### src/rtl/burst_sequencer.sv
// burst_sequencer: control stage ahead of the SPI-SPS burst address adder.
// It accepts one burst (start address, length - 1) and walks a word counter.
// For each word it pulses the adder enable for one cycle, then holds a word
// request until the SPI engine acknowledges that word.
//
//   state   | meaning
//   --------+--------------------------------------------------------------
//   S_IDLE  | waiting for start; an overflowing request is rejected with err
//   S_ISSUE | adder_en high for one cycle; adder captures initial_addr+counter
//   S_REQ   | word_req high until word_ack; then next word or S_DONE
//   S_DONE  | done pulse, busy still high; back to S_IDLE afterwards
//
// An abort in S_ISSUE, S_REQ or S_DONE returns to S_IDLE with an aborted
// pulse. It takes priority over a word_ack arriving in the same cycle.
module burst_sequencer #(
    parameter int ADDR_WIDTH    = 20,
    parameter int COUNTER_WIDTH = 5
) (
    input  logic                     i_clk,
    input  logic                     i_rst_n,
    input  logic                     i_start,
    input  logic [ADDR_WIDTH-1:0]    i_start_addr,
    input  logic [COUNTER_WIDTH-1:0] i_len_m1,
    input  logic                     i_abort,
    input  logic                     i_word_ack,
    output logic [ADDR_WIDTH-1:0]    o_initial_addr,
    output logic [COUNTER_WIDTH-1:0] o_counter,
    output logic                     o_adder_en,
    output logic                     o_word_req,
    output logic                     o_busy,
    output logic                     o_done,
    output logic                     o_aborted,
    output logic                     o_err
);

    typedef enum logic [1:0] {
        S_IDLE  = 2'd0,
        S_ISSUE = 2'd1,
        S_REQ   = 2'd2,
        S_DONE  = 2'd3
    } state_t;

    state_t                   r_state;
    logic [ADDR_WIDTH-1:0]    r_initial_addr;
    logic [COUNTER_WIDTH-1:0] r_counter;
    logic [COUNTER_WIDTH-1:0] r_len;
    logic                     r_adder_en;
    logic                     r_word_req;
    logic                     r_busy;
    logic                     r_done;
    logic                     r_aborted;
    logic                     r_err;

    // The last address of the burst is computed one bit wider than the
    // address bus; a carry into the top bit means the burst would run past
    // the end of the address space.
    logic [ADDR_WIDTH:0] w_end_addr;
    logic                w_overflow;

    assign w_end_addr = {1'b0, i_start_addr}
                      + {{(ADDR_WIDTH + 1 - COUNTER_WIDTH){1'b0}}, i_len_m1};
    assign w_overflow = w_end_addr[ADDR_WIDTH];

    // Sequencer FSM; every output is a register written alongside the state.
    always_ff @(posedge i_clk or negedge i_rst_n) begin
        if (!i_rst_n) begin
            r_state        <= S_IDLE;
            r_initial_addr <= '0;
            r_counter      <= '0;
            r_len          <= '0;
            r_adder_en     <= 1'b0;
            r_word_req     <= 1'b0;
            r_busy         <= 1'b0;
            r_done         <= 1'b0;
            r_aborted      <= 1'b0;
            r_err          <= 1'b0;
        end else begin
            r_adder_en <= 1'b0;
            r_word_req <= 1'b0;
            r_done     <= 1'b0;
            r_aborted  <= 1'b0;
            r_err      <= 1'b0;
            case (r_state)
                S_IDLE: begin
                    if (i_start) begin
                        if (w_overflow) begin
                            r_err <= 1'b1;
                        end else begin
                            r_initial_addr <= i_start_addr;
                            r_len          <= i_len_m1;
                            r_counter      <= '0;
                            r_busy         <= 1'b1;
                            r_adder_en     <= 1'b1;
                            r_state        <= S_ISSUE;
                        end
                    end
                end
                S_ISSUE: begin
                    if (i_abort) begin
                        r_aborted <= 1'b1;
                        r_busy    <= 1'b0;
                        r_state   <= S_IDLE;
                    end else begin
                        r_word_req <= 1'b1;
                        r_state    <= S_REQ;
                    end
                end
                S_REQ: begin
                    if (i_abort) begin
                        r_aborted <= 1'b1;
                        r_busy    <= 1'b0;
                        r_state   <= S_IDLE;
                    end else if (i_word_ack) begin
                        if (r_counter == r_len) begin
                            r_done  <= 1'b1;
                            r_state <= S_DONE;
                        end else begin
                            r_counter  <= r_counter + COUNTER_WIDTH'(1);
                            r_adder_en <= 1'b1;
                            r_state    <= S_ISSUE;
                        end
                    end else begin
                        r_word_req <= 1'b1;
                    end
                end
                S_DONE: begin
                    // done was already shown during this state; abort here only
                    // adds the aborted pulse on the way back to idle.
                    if (i_abort) begin
                        r_aborted <= 1'b1;
                    end
                    r_busy  <= 1'b0;
                    r_state <= S_IDLE;
                end
                default: begin
                    r_busy  <= 1'b0;
                    r_state <= S_IDLE;
                end
            endcase
        end
    end

    assign o_initial_addr = r_initial_addr;
    assign o_counter      = r_counter;
    assign o_adder_en     = r_adder_en;
    assign o_word_req     = r_word_req;
    assign o_busy         = r_busy;
    assign o_done         = r_done;
    assign o_aborted      = r_aborted;
    assign o_err          = r_err;

endmodule
### config.mk
export PLATFORM = sky130hd
export DESIGN_NAME = burst_sequencer
export DESIGN_NICKNAME = d
export VERILOG_FILES = /design/src/rtl/burst_sequencer.sv
export SDC_FILE = /design/constraint.sdc
export NUM_CORES = 1
export LEC_CHECK = 0
export CAP_MARGIN = 25
export CORE_ASPECT_RATIO = 1.75
export CORE_MARGIN = 5
export CORE_UTILIZATION = 49
export DETAILED_ROUTE_END_ITERATION = 8
export PLACE_DENSITY = 0.85
export SLEW_MARGIN = 20
export SYNTH_ARGS = -nofsm -noshare
export SYNTH_HDL_FRONTEND = slang
export SYNTH_SLANG_ARGS = --single-unit
export TNS_END_PERCENT = 20
### constraint.sdc
create_clock -name i_clk -period 2.9 [get_ports i_clk]
set_input_delay 0.29 -clock i_clk [delete_from_list [all_inputs] [get_ports i_clk]]
set_output_delay 0.29 -clock i_clk [all_outputs]
set_load 0.01 [all_outputs]
Word-level counts from Yosys, hierarchy flattened. Index checks and enable logic that the tools add are counted.

Eq/ne operators: 11. Add/subtract/negate cells: 2. Bitwise gates (word level): 1. Reduce and logical (&&, ||, !) cells: 8. Mux-type cells: 36.

Operators by type and width (count): $mux 5 (5); $add 20x5->21 (1); $mux 1 (20); $mux 2 (6); $ne 2x2->1 const B (5); $pmux 5 s2 (1); $reduce_and 3->1 (3); $pmux 2 s4 (1); $reduce_and 6->1 (1); $add 5x1->5 const B (1); $eq 5x5->1 (1); $eq 2x2->1 const B (2); $pmux 1 s2 (2); $ne 3x3->1 const B (1); $pmux 1 s3 (1); $reduce_or 3->1 (1); $eq 2x1->1 const B (1); $logic_not 2->1 (1); $ne 2x1->1 const B (1); $reduce_bool 2->1 (1); $reduce_or 2->1 (1); $not 1->1 (1).

Bits of input ports: 30. Logic and storage cells: 68. Bits in registers: 38. Output and inout bits: 31.

Longest topological paths before layout.
Depth in word-level cells: 5. Mapped depth: 8. Depth with buffers taken out: 7.

Least setup slack after synthesis. Ideal clock, no wire load.

Path kind: input port to flip-flop. Start: input i_start_addr[12]. End: register r_initial_addr[0] (netlist: o_initial_addr[0]). Arrival: 1.736 ns. Setup slack: 1.039 ns. Required time: 2.775 ns. Cell stages on the path: 7. Setup time: 0.125 ns. Cell sequence: nand4_1 -> or4_4 -> a21oi_1 -> nand3b_1 -> buf_6 -> buf_12 -> mux2_2.

Word-level cells in the longest chain between the ends: 3.

Ends and longest elaborated chain: start, declared (RTL line 22) `input logic [ADDR_WIDTH-1:0] i_start_addr,`; $add 20x5->21 (RTL line 61) `+ {{(ADDR_WIDTH + 1 - COUNTER_WIDTH){1'b0}}, i_len_m1};`; $not 1->1 (no line); $reduce_and 3->1 (no line); end signal, assigned (RTL line 89) `r_initial_addr <= i_start_addr;`; end, declared (RTL line 44) `logic [ADDR_WIDTH-1:0] r_initial_addr;`.

Every way passes these cells. A chain may end at the register's enable or synchronous reset.

Final worst setup path.
Start: input i_start_addr[19]. End: register r_initial_addr[0] (netlist: o_initial_addr[0]).

Same word-level chain as after synthesis.

==> qor.yml <==
grt:
  grt_pass1_wl_microns: 7670
  grt_max_degree: 39
  grt_pass1_vias: 1620
  grt.total_usage_pct: 19.1
  grt-ovfl-total: 0
  antenna_found_initial: 0
worst_setup_path:
  path_class: "primary input to register"
  crit_slowest_cell: "or4_4"
  path_buf_inv: 2
  critical_path_arrival_ns: 2.36
  path_delay_family: "simple AND/OR/NAND/NOR gates"
  path_cells: "clkdlybuf4s50_1, nand4_1, or4_4, a21oi_1, nand3b_1, buf_4, mux2_2"
  crit_fanout: 19
  required_ns: 3.08
  startpoint_type: "primary input"
  max_stage_delay_ns: 0.57
  end_kind: "register"
power:
  power_density_nw_per_um2: 946
  peakVddDrop_uv: 684
  seqPwrFrac_pct: 36.0
  p_sw_share_pct: 33.0
  cellLeakagePower_nw: 1.10
  p_sw_mw: 0.804
  p_int_mw: 1.63
  combinationalPowerShare_pct: 45.2
  p_clk_share_pct: 18.8
timing:
  fmax_mhz: 460
  period_share_pct: 74.9
  hold_viol: 0
  final_max_slew_viol_count: 0
  tightest_slew_ns: 0.828
  setup_tns_ns: 0
  fin_skew_ns: 0.00604
  slew_headroom_pct: 44.8
  finalSetupViolations: 0
  whs_ns: 0.0903
  finalCriticalPeriod_ns: 2.17
  rsz0062_at_grt: "false"
clock_tree:
  clk_latency_ns: 0.30
  cts_setup_buffers: 0
  cts_tree: "built"
  clkSinkCount: 38
  post_cts_resized: 0
  cts_inserted_buffers: 5
  hold_buffers: 0
  clock_path_buffers: 2
  h-tree-depth: 2
  cts-root-buf: "clkbuf_8"
  clkSlewWorstSetupHoldPaths_ns: 0.08
floorplanning:
  die_area_sq_um: 5140
  core_area_sq_um: 3630
  die_width_microns: 56.4
  rows: 29
  start_util_pct: 50.9
  die_height_microns: 91.2
  io_pins: 61
cells_and_area:
  nets: 249
  n_fill_cell: 268
  drive_gt1_share_pct: 18.4
  postLayoutCellArea_sq_um: 2570
  synthToLayoutAreaGrowth_pct: 39.4
  diodes: 0
  fin_util_pct: 70.9
  final_cells: 258
drt:
  routed_wl_microns: 4560
  drtIter0Drc: 33
  via_per_inst: 5.71
  drtPass1Iterations: 4
  avgRoutedWirePerCell_microns: 17.7
  ant_nets: 0
  vias: 1474
  drcViolationCount: 0
logic_synthesis:
  ys_seq_area_share_pct: 51.5
  synth_area_leaders: "dfrtp_1, mux2_2, ha_1"
  synth-async-reset-ratio_pct: 100
  synth_cells: 146
  ys_types: 41
  yosys.area.top_type: "dfrtp_1"
  ys_top_cells_by_count: "dfrtp_1, mux2_2, ha_1, nor2_1, nand3_1"
  post_synth.cell_area_avg_sq_um: 12.6
  synth_edf_count: 0
  syn-cell-area_sq_um: 1850
  yosysWarnings: 0
  yosysMostFrequentCell: "dfrtp_1"
  synth_fp_nets: 184
  synth_top_area_share_pct: 51.5
  ys_seq_elements: 38
  synth_ff_type: "dfrtp_1"
placed_design:
  io_buffer_count: 60
  dp_hpwl_microns: 3430
  dp_cells: 250
  gp_routability_congestion: 0.845
  postPlaceCellArea_sq_um: 2460
job:
  maxCapViolations: 0
worst_hold_path:
  hold_path_class: "primary input to async pin"
run_status:
  status: "finished, final reports clean"
[metal layers]
| metal | part of all wire [%] | track usage, % |
|---|---|---|
| met1 | 34 | 18.8 |
| met2 | 55 | 34.8 |
| met3 | 7.5 | 6.10 |
| met4 | 3.5 | 9.50 |
| met5 | 0 | 0 |
[logic make-up (layout without fill, tap and decap cells)]
| kind of cell | count (synthesis) | count (layout) | share of synthesized area (%) |
|---|---|---|---|
| flops | 38 | 38 | 51.5 |
| compound gates | 26 | 26 | 11.1 |
| xor+xnor | 5 | 5 | 2.37 |
| mux | 25 | 25 | 15.2 |
| fa+ha+maj | 8 | 8 | 5.42 |
| simple gates | 35 | 35 | 10.4 |
| buf+inv | 9 | 75 | 4.00 |
[layout by cell type, fill, tap and decap left out, types with 2 or more instances in the layout]
cell and count:
xnor2_1 5, nand2_1 3, and3_1 2, clkdlybuf4s50_1 59, nor4_1 2, a21oi_1 4, dfrtp_1 38, nand3_1 6
clkinvlp_4 2, ha_1 8, o21ai_0 3, mux2_2 24, a211o_1 2, clkbuf_8 5, o211a_1 2, nor2_1 8
buf_4 2, nor2b_1 2, nand2b_1 2, o31ai_1 2, nand4_1 4, inv_1 5
[stage by stage]
stage               power [mW]  worst slack, ns
CTS                       2.45            0.741
floorplan                 1.49             1.04
global placement          1.93            0.475
global route              2.58            0.600
detailed placement        1.98            0.452
finish                    2.44            0.727
[flip-flops by register name, indices dropped and copies added (netlist names)]
name and cells:
o_initial_addr 20, o_counter 5, r_len 5, r_state 2, o_aborted 1, o_adder_en 1, o_busy 1, o_done 1
o_err 1, o_word_req 1
[power groups by stage]
| stage | Sequential (mW) | Clock [mW] | Combinational (mW) |
|---|---|---|---|
| 2_1_floorplan | 0.950 | 0 | 0.540 |
| 3_3_place_gp | 0.874 | 0 | 1.05 |
| 3_5_place_dp | 0.883 | 0 | 1.10 |
| 4_1_cts | 0.878 | 0.464 | 1.11 |
| 5_1_grt | 0.908 | 0.491 | 1.18 |
| 6_report | 0.877 | 0.457 | 1.10 |
[worst paths after layout]
kind | to | start | slack [ns] | cells after the start
setup / recovery | o_initial_addr[0] | i_start_addr[19] | 0.73 | 7
hold / removal | r_state[0] | i_rst_n | 0.09 | 1
setup reg to reg | o_counter[4] | r_state[0] | 0.82 | 7
hold reg to reg | o_initial_addr[4] | o_initial_addr[4] | 0.51 | 1
max in group asynchronous | r_len[4] | i_rst_n | 2.29 | 1
min in group i_clk | o_initial_addr[4] | o_initial_addr[4] | 0.51 | 1
[cell type report]
type	instances	area (sq um)	area share, %
clock buffer	5	68.8	2.67
timing repair buffer	62	611	23.7
tap	46	57.6	2.24
clock inverter	3	45.0	1.75
sequential	38	951	36.9
inverter	5	18.8	0.729
multi-input combinational	99	822	31.9
Note: power is estimated with default switching activity, not from simulation.
